$ cat config.mk
export PLATFORM = sky130hd
export DESIGN_NAME = pq_sort_master
export DESIGN_NICKNAME = d
export VERILOG_FILES = /design/src/rtl/pq_pkg.sv /design/src/rtl/pq_gap_counter.sv /design/src/rtl/pq_sort_master.sv
export SDC_FILE = /design/constraint.sdc
export NUM_CORES = 1
export LEC_CHECK = 0
export CORE_ASPECT_RATIO = 1.2
export CORE_MARGIN = 5
export CORE_UTILIZATION = 46
export CTS_BUF_LIST = sky130_fd_sc_hd__clkbuf_16
export CTS_CLUSTER_DIAMETER = 200
export CTS_CLUSTER_SIZE = 30
export DETAILED_ROUTE_END_ITERATION = 8
export GPL_TIMING_DRIVEN = 1
export PLACE_DENSITY = 0.8
export SLEW_MARGIN = 20
export SYNTH_ARGS = -nofsm -noshare
export SYNTH_HDL_FRONTEND = slang
export SYNTH_SLANG_ARGS = --single-unit
export TNS_END_PERCENT = 1
$ cat constraint.sdc
create_clock -name clk -period 2.54 [get_ports clk]
set_input_delay 0.635 -clock clk [delete_from_list [all_inputs] [get_ports clk]]
set_output_delay 0.635 -clock clk [all_outputs]
set_load 0.03 [all_outputs]
$ cat src/rtl/pq_pkg.sv
// Shared types for the priority-queue master and the max_priority_queue it drives.
package pq_pkg;

  typedef enum logic [1:0] {
    PQ_NOP  = 2'b00,
    PQ_PUSH = 2'b01,
    PQ_POP  = 2'b10,
    PQ_TOP  = 2'b11
  } pq_op_e;

  typedef enum logic [1:0] {
    IDLE,
    LOAD,
    SETTLE,
    DRAIN
  } pq_sm_state_e;

endpackage

$ cat src/rtl/pq_gap_counter.sv
// Loadable down-counter that enforces idle cycles between queue operations.
// Counts down to zero and stays there until reloaded.
module pq_gap_counter #(
  parameter int unsigned WIDTH = 3
) (
  input  logic             clk,
  input  logic             reset,
  input  logic             i_load,
  input  logic [WIDTH-1:0] i_value,
  output logic             o_zero
);

  logic [WIDTH-1:0] r_cnt;

  // Reload on request, otherwise count down and saturate at zero.
  always_ff @(posedge clk) begin
    if (reset) begin
      r_cnt <= '0;
    end else if (i_load) begin
      r_cnt <= i_value;
    end else if (r_cnt != '0) begin
      r_cnt <= r_cnt - 1'b1;
    end
  end

  assign o_zero = (r_cnt == '0);

endmodule

$ cat src/rtl/pq_sort_master.sv
// Batch sorter front-end: pushes an upstream batch into a max priority queue, waits for the
// queue to settle, then pops the words out largest-first onto a downstream stream.
module pq_sort_master
  import pq_pkg::*;
#(
  parameter int unsigned DATA_WIDTH = 8,
  parameter int unsigned PQ_DEPTH   = 8,
  parameter int unsigned POP_GAP    = 4
) (
  input  logic                  clk,
  input  logic                  reset,
  input  logic [DATA_WIDTH-1:0] s_data,
  input  logic                  s_valid,
  input  logic                  s_last,
  output logic                  s_ready,
  output logic [DATA_WIDTH-1:0] m_data,
  output logic                  m_valid,
  output logic                  m_last,
  input  logic                  m_ready,
  output logic [DATA_WIDTH-1:0] pq_data_in,
  output logic                  pq_valid_in,
  output logic [1:0]            pq_op,
  input  logic                  pq_ready_out,
  input  logic [DATA_WIDTH-1:0] pq_out,
  input  logic                  pq_valid_out,
  output logic                  pq_ready_in,
  output logic                  busy,
  output logic                  overflow
);

  localparam int unsigned CW = $clog2(PQ_DEPTH + 1);
  localparam int unsigned GW = $clog2(POP_GAP + 1);
  localparam logic [CW-1:0] DEPTH_C  = CW'(PQ_DEPTH);
  localparam logic [CW-1:0] ONE_C    = CW'(1);
  localparam logic [GW-1:0] GAP_C    = GW'(POP_GAP);
  // SETTLE is entered one cycle after the last PUSH, so it needs one less count.
  localparam logic [GW-1:0] GAP_M1_C = GW'(POP_GAP - 1);

  pq_sm_state_e          r_state;
  logic [CW-1:0]         r_load_cnt;
  logic [CW-1:0]         r_pop_cnt;
  logic [DATA_WIDTH-1:0] r_m_data;
  logic                  r_m_valid;
  logic                  r_m_last;
  logic                  r_overflow;

  logic          w_accept;
  logic          w_close;
  logic          w_out_free;
  logic          w_pop;
  logic          w_gap_zero;
  logic          w_gap_load;
  logic [GW-1:0] w_gap_value;

  assign s_ready = !reset && ((r_state == IDLE) || (r_state == LOAD)) && pq_ready_out &&
                   (r_load_cnt < DEPTH_C);
  assign w_accept = s_valid && s_ready;
  // A batch closes on s_last or when the queue capacity is reached.
  assign w_close = w_accept && (s_last || ((r_load_cnt + ONE_C) == DEPTH_C));
  assign w_out_free = !r_m_valid || m_ready;
  assign w_pop = !reset && (r_state == DRAIN) && w_gap_zero && pq_valid_out && w_out_free &&
                 (r_pop_cnt < r_load_cnt);

  assign w_gap_load  = w_close || w_pop;
  assign w_gap_value = w_pop ? GAP_C : GAP_M1_C;

  pq_gap_counter #(
    .WIDTH (GW)
  ) u_gap (
    .clk     (clk),
    .reset   (reset),
    .i_load  (w_gap_load),
    .i_value (w_gap_value),
    .o_zero  (w_gap_zero)
  );

  // Queue command bus: PUSH follows the upstream handshake, POP the drain condition.
  always_comb begin
    pq_op       = PQ_NOP;
    pq_valid_in = 1'b0;
    pq_data_in  = '0;
    pq_ready_in = 1'b0;
    if (w_accept) begin
      pq_op       = PQ_PUSH;
      pq_valid_in = 1'b1;
      pq_data_in  = s_data;
    end else if (w_pop) begin
      pq_op       = PQ_POP;
      pq_ready_in = 1'b1;
    end
  end

  // Batch FSM with load/pop counters and the registered output stage.
  always_ff @(posedge clk) begin
    if (reset) begin
      r_state    <= IDLE;
      r_load_cnt <= '0;
      r_pop_cnt  <= '0;
      r_m_data   <= '0;
      r_m_valid  <= 1'b0;
      r_m_last   <= 1'b0;
      r_overflow <= 1'b0;
    end else begin
      r_overflow <= w_accept && !s_last && ((r_load_cnt + ONE_C) == DEPTH_C);
      if (w_accept) begin
        r_load_cnt <= r_load_cnt + ONE_C;
      end
      case (r_state)
        IDLE: begin
          if (w_accept) r_state <= w_close ? SETTLE : LOAD;
        end
        LOAD: begin
          if (w_close) r_state <= SETTLE;
        end
        SETTLE: begin
          if (w_gap_zero) r_state <= DRAIN;
        end
        DRAIN: begin
          if (w_pop) begin
            r_m_data  <= pq_out;
            r_m_valid <= 1'b1;
            r_m_last  <= ((r_pop_cnt + ONE_C) == r_load_cnt);
            r_pop_cnt <= r_pop_cnt + ONE_C;
          end else if (r_m_valid && m_ready) begin
            r_m_valid <= 1'b0;
            r_m_last  <= 1'b0;
            if (r_m_last) begin
              r_state    <= IDLE;
              r_load_cnt <= '0;
              r_pop_cnt  <= '0;
            end
          end
        end
        default: r_state <= IDLE;
      endcase
    end
  end

  assign m_data   = r_m_data;
  assign m_valid  = r_m_valid;
  assign m_last   = r_m_last;
  assign busy     = (r_state != IDLE);
  assign overflow = r_overflow;

endmodule
* After elaboration in Yosys (flattened, before gate mapping)
Cells that the tools add are included.
** Cells by class
- Add/subtract/negate cells :: 3
- Multiply operators :: 0
- Div/mod/pow operators :: 0
- Magnitude comparators :: 2
- Eq/ne operators :: 11
- Shift operators :: 0
- Multiplexer cells :: 28
- Bitwise logic cells :: 0
- Reduce and logical (&&, ||, !) cells :: 31
** Operator list (count)
- $mux W4 :: 8
- $mux W2 :: 9
- $logic_and A1 B1 Y1 :: 13
- $ne A2 B2 Y1 const B :: 5
- $mux W3 :: 3
- $add A4 B1 Y4 const B :: 2
- $mux W8 :: 1
- $pmux W2 S4 :: 1
- $reduce_bool A2 Y1 :: 4
- $mux W1 :: 6
- $reduce_and A6 Y1 :: 1
- $eq A2 B2 Y1 const B :: 2
- $eq A4 B4 Y1 :: 1
- $eq A4 B4 Y1 const B :: 1
- $logic_or A1 B1 Y1 :: 4
- $lt A4 B4 Y1 :: 1
- $lt A4 B4 Y1 const B :: 1
- $reduce_and A2 Y1 :: 2
- $logic_not A1 Y1 :: 3
- $logic_not A3 Y1 :: 1
- $reduce_and A3 Y1 :: 1
- $reduce_bool A3 Y1 :: 1
- $sub A3 B1 Y3 const B :: 1
- $eq A2 B1 Y1 const B :: 1
- 2 further kinds :: 2
** Word-level totals
- Register bits :: 24
- Bits in latches :: 0
- Memory bits (writable) :: 0
- ROM bits :: 0
- Input bits :: 23
- Output and inout bits :: 25
- Logic and storage cells :: 83
- Memories :: 0

* Longest topological paths before layout
- Depth after elaboration :: 11
- Mapped depth :: 9
- Gate-level depth less buffers :: 7

* By module
From an unflattened synthesis, not the netlist that was laid out.
** Unflattened totals
- Cells, all modules :: 180
- Area, all modules :: 1508.9 µm²
** By module, submodules not included
- pq_sort_master :: instances 1, cells an instance 158, area an instance 1302.5 µm², sequential area each 420.4 µm²
- pq_gap_counter :: instances 1, cells an instance 22, area an instance 206.4 µm², sequential area each 60.1 µm²

* Least setup slack after synthesis
Ideal clock, no wire load.
- Kind :: reg2out
- Start :: reg r_load_cnt[3]
- End :: out pq_op[1]
- Data arrival time :: 2298 ps
- Required time :: 1905 ps
- Path slack :: -393 ps
- Stages on the path, launching flop included :: 10
- Path buffers :: 3
- Cells stage by stage :: dfxtp_1 > inv_1 > ha_1 > nand4bb_1 > a211o_1 > or2_1 > buf_2 > buf_6 > nor2_1 > buf_4
** On the way
- Cells in the longest elaborated chain, start to end :: 4
** RTL lines
- start: declaration :: line pq_sort_master.sv:40 : logic [CW-1:0] r_load_cnt;
- start signal: assignment :: line pq_sort_master.sv:106 : r_load_cnt <= r_load_cnt + ONE_C;
- $lt A4 B4 Y1, on equally long branches :: line pq_sort_master.sv:62, pq_sort_master.sv:56
- $logic_and A1 B1 Y1, on equally long branches :: line pq_sort_master.sv:61, pq_sort_master.sv:55
- $mux W2 / $logic_and A1 B1 Y1 (equally long branches) :: line pq_sort_master.sv:87, pq_sort_master.sv:57
- $mux W2 * :: line pq_sort_master.sv:83 : if (w_accept) begin
- end: declaration :: line pq_sort_master.sv:22 : output logic [1:0] pq_op,
Every way passes the cells marked *; elsewhere a longest branch is shown, timed or not.

* Worst setup path after layout
- Start :: in pq_ready_out
- End :: out pq_op[1]
** On the way
- Cells in the longest elaborated chain, start to end :: 4
** RTL lines
- start: declaration :: line pq_sort_master.sv:23 : input logic pq_ready_out,
- $logic_and A1 B1 Y1 (2 in a row) :: line pq_sort_master.sv:55 : assign s_ready = !reset && ((r_state == IDLE) || (r_state == LOAD)) && pq_ready_out &&
- $logic_and A1 B1 Y1 :: line pq_sort_master.sv:57 : assign w_accept = s_valid && s_ready;
- $mux W2 :: line pq_sort_master.sv:83
Every way passes these cells.

==> impl_metrics.tcl <==
set metrics [dict create \
    outcome "finished clean" \
    criticalPathCategory "in2out" \
    cts-htree-levels 1 \
    critPathTopFamily "buffers and inverters" \
    drc 0 \
    antenna_found_initial 0 \
    ys_ff_latch 24 \
    ys_warn_count 0 \
    place_area_um2 2040 \
    rows 22 \
    relSlewSlack_pct 77.0 \
    synth_top_area_share_pct 32.7 \
    cp_common_cell "buf_6" \
    cts_buffers 3 \
    required_ns 1.90 \
    port_buffers 47 \
    ys_types 43 \
    power.leakage_nw 0.854 \
    critPathMaxStageDelay_ns 0.52 \
    finalCoreUtilization_pct 69.1 \
    area_growth_pct 44.9 \
    critPathBufInv 4 \
    postCtsHoldBufs 0 \
    synth_top_area_cell "dfxtp_1" \
    finalPower_mw 1.28 \
    nets 276 \
    drv_cap 0 \
    worstPathArrival_ns 1.84 \
    cts_tree "built" \
    synth.most_common_cell "nand2_1" \
    vias 1439 \
    dieWidth_um 61.6 \
    power_density_nw_per_um2 599 \
    synth.area.top_cells "dfxtp_1 33%, ha_1 11%, nand2_1 6.9%" \
    period_share_pct 97.3 \
    drive_gt1_share_pct 18.0 \
    clock_sinks 24 \
    r2r_cells 10 \
    drv_slew 0 \
    fin_crit_ns 2.47 \
    io_pins 48 \
    dp.final_hpwl_mm 2.76 \
    die_area_um2 4430 \
    wl_per_cell_um 12.8 \
    dr.pass1.iters 4 \
    synth_common_cells "27 x nand2_1, 24 x dfxtp_1, 16 x a21oi_1, 13 x ha_1" \
    first_iter_violations 31 \
    cts-root-buf "clkbuf_16" \
    hp-class "reg2reg" \
    path_cells "clkdlybuf4s50_1 > nand4bb_4 > nor2_2 > buf_6 > buf_4 > nor2_4 > buf_6" \
    die_h_um 71.9 \
    syn_nets 217 \
    place.gp.congestion 0.898 \
    drtAntennaViolNets 0 \
    diodes 0 \
    hold_viol 0 \
    synth_area_per_cell_um2 8.12 \
    ys_seq_area_share_pct 32.7 \
    rsz0062_at_grt "false" \
    clk_path_buf_depth 2 \
    fmax_mhz 405 \
    fin_cells 275 \
    initial_core_util_pct 47.7 \
    worstSetupStartpointType "input port" \
    viasPerCell 5.23 \
    grtUsageTotal_pct 17.0 \
    synth.cell_area_um2 1470 \
    grt_max_degree 14 \
    fin_hold_ws_ns 0.450 \
    finalSetupTns_ns 0 \
    crit_fanout 11 \
    placed_cells 270 \
    grt_pass1_wl_mm 5.89 \
    place_ws_ns -0.184 \
    core-area_um2 3080 \
    cp_slowest_cell "clkdlybuf4s50_1" \
    overflow 0 \
    report.final.setup_viol 0 \
    worstSetupEndpointType "output port" \
    fin_ws_ns 0.0692 \
    fin_worst_skew_ns 0.00628 \
    synthArstFlopShare_pct 0 \
    clkSlewWorstSetupHoldPaths_ns 0.06 \
    final_area_um2 2130 \
    clock_latency_ns 0.26 \
    grt_pass1_vias 1357 \
    ir_drop_mv 0.424 \
    worstSetupPathDepth 7 \
    tightestPinTransition_ns 0.343 \
    synth_flop_cell "dfxtp_1" \
    syn_inst 181 \
    synth-edff-count 0 \
    holdPathStages 2 \
    wirelength_mm 3.51 \
]
-- cell families after synthesis --
kind of cell | Yosys count | synth area share (%)
multiplexers | 3 | 2.21
adder cells (fa/ha/maj) | 13 | 11.1
buffers and inverters | 20 | 6.30
AND/OR/NAND/NOR | 73 | 26.5
AO/OA/AOI/OAI | 40 | 16.5
flip-flops | 24 | 32.7
XOR/XNOR | 8 | 4.77
-- worst paths after layout --
check          endpoint  slack [ns]            from
min reg2reg   m_data[2]        0.45       m_data[2]
max            pq_op[1]        0.07    pq_ready_out
min           m_data[2]        0.45       m_data[2]
max reg2reg  r_state[0]        0.39  u_gap.r_cnt[0]
-- cells in the final DEF, fill, tap and decap left out, types with 7 or more instances in the layout --
| cell type | instances |
|---|---|
| a21oi_1 | 16 |
| and2_1 | 8 |
| buf_4 | 25 |
| clkdlybuf4s50_1 | 31 |
| dfxtp_1 | 23 |
| ha_1 | 13 |
| inv_1 | 11 |
| nand2_1 | 27 |
| nand3_1 | 7 |
| nor2_1 | 10 |
| xnor2_1 | 7 |
-- worst reg2reg max path, cell delays in order, from the launching register on --
cell      delay, ns
dfxtp_1        0.32
inv_1          0.08
ha_1           0.18
nand2b_2       0.12
a211o_1        0.31
buf_4          0.14
buf_4          0.14
o21ai_1        0.24
buf_4          0.17
o31ai_1        0.06
a211o_1        0.28
-- per-layer routing --
layer	part of all wire, %	GRT usage, %
met5	0	0
met4	1.7	6.37
met3	5.9	2.14
met2	50	30.5
met1	42	19.8
-- area by class of cell --
| type | count | area (µm²) |
|---|---|---|
| Clock inverter | 1 | 3.75 |
| Multi-Input combinational cell | 137 | 910 |
| Tap cell | 36 | 45.0 |
| Fill cell | 263 | 952 |
| Timing Repair Buffer | 63 | 574 |
| Clock buffer | 3 | 75.1 |
| Inverter | 11 | 41.3 |
| Sequential cell | 24 | 482 |
-- power breakdown --
part | leakage (nW) | internal, mW | total (mW) | switching [mW]
sequential | 0.195 | 0.415 | 0.451 | 0.0367
combinational | 0.620 | 0.230 | 0.480 | 0.249
clock | 0.0385 | 0.211 | 0.346 | 0.135
-- what timing repair did --
item | in CTS | in global routing
gates cloned | 0 | 0
pin swaps | 3 | 1
gates resized for setup | 6 | 4
setup buffers | 1 | 0
setup endpoints to repair | 11 | 6
-- registers in the layout, summed over array words and instances, names as in the netlist --
name         cells
m_data           8
r_state          2
u_gap.r_cnt      3
m_valid          1
r_load_cnt       4
m_last           1
r_pop_cnt        4
overflow         1
(Power assumes the default switching activity.)
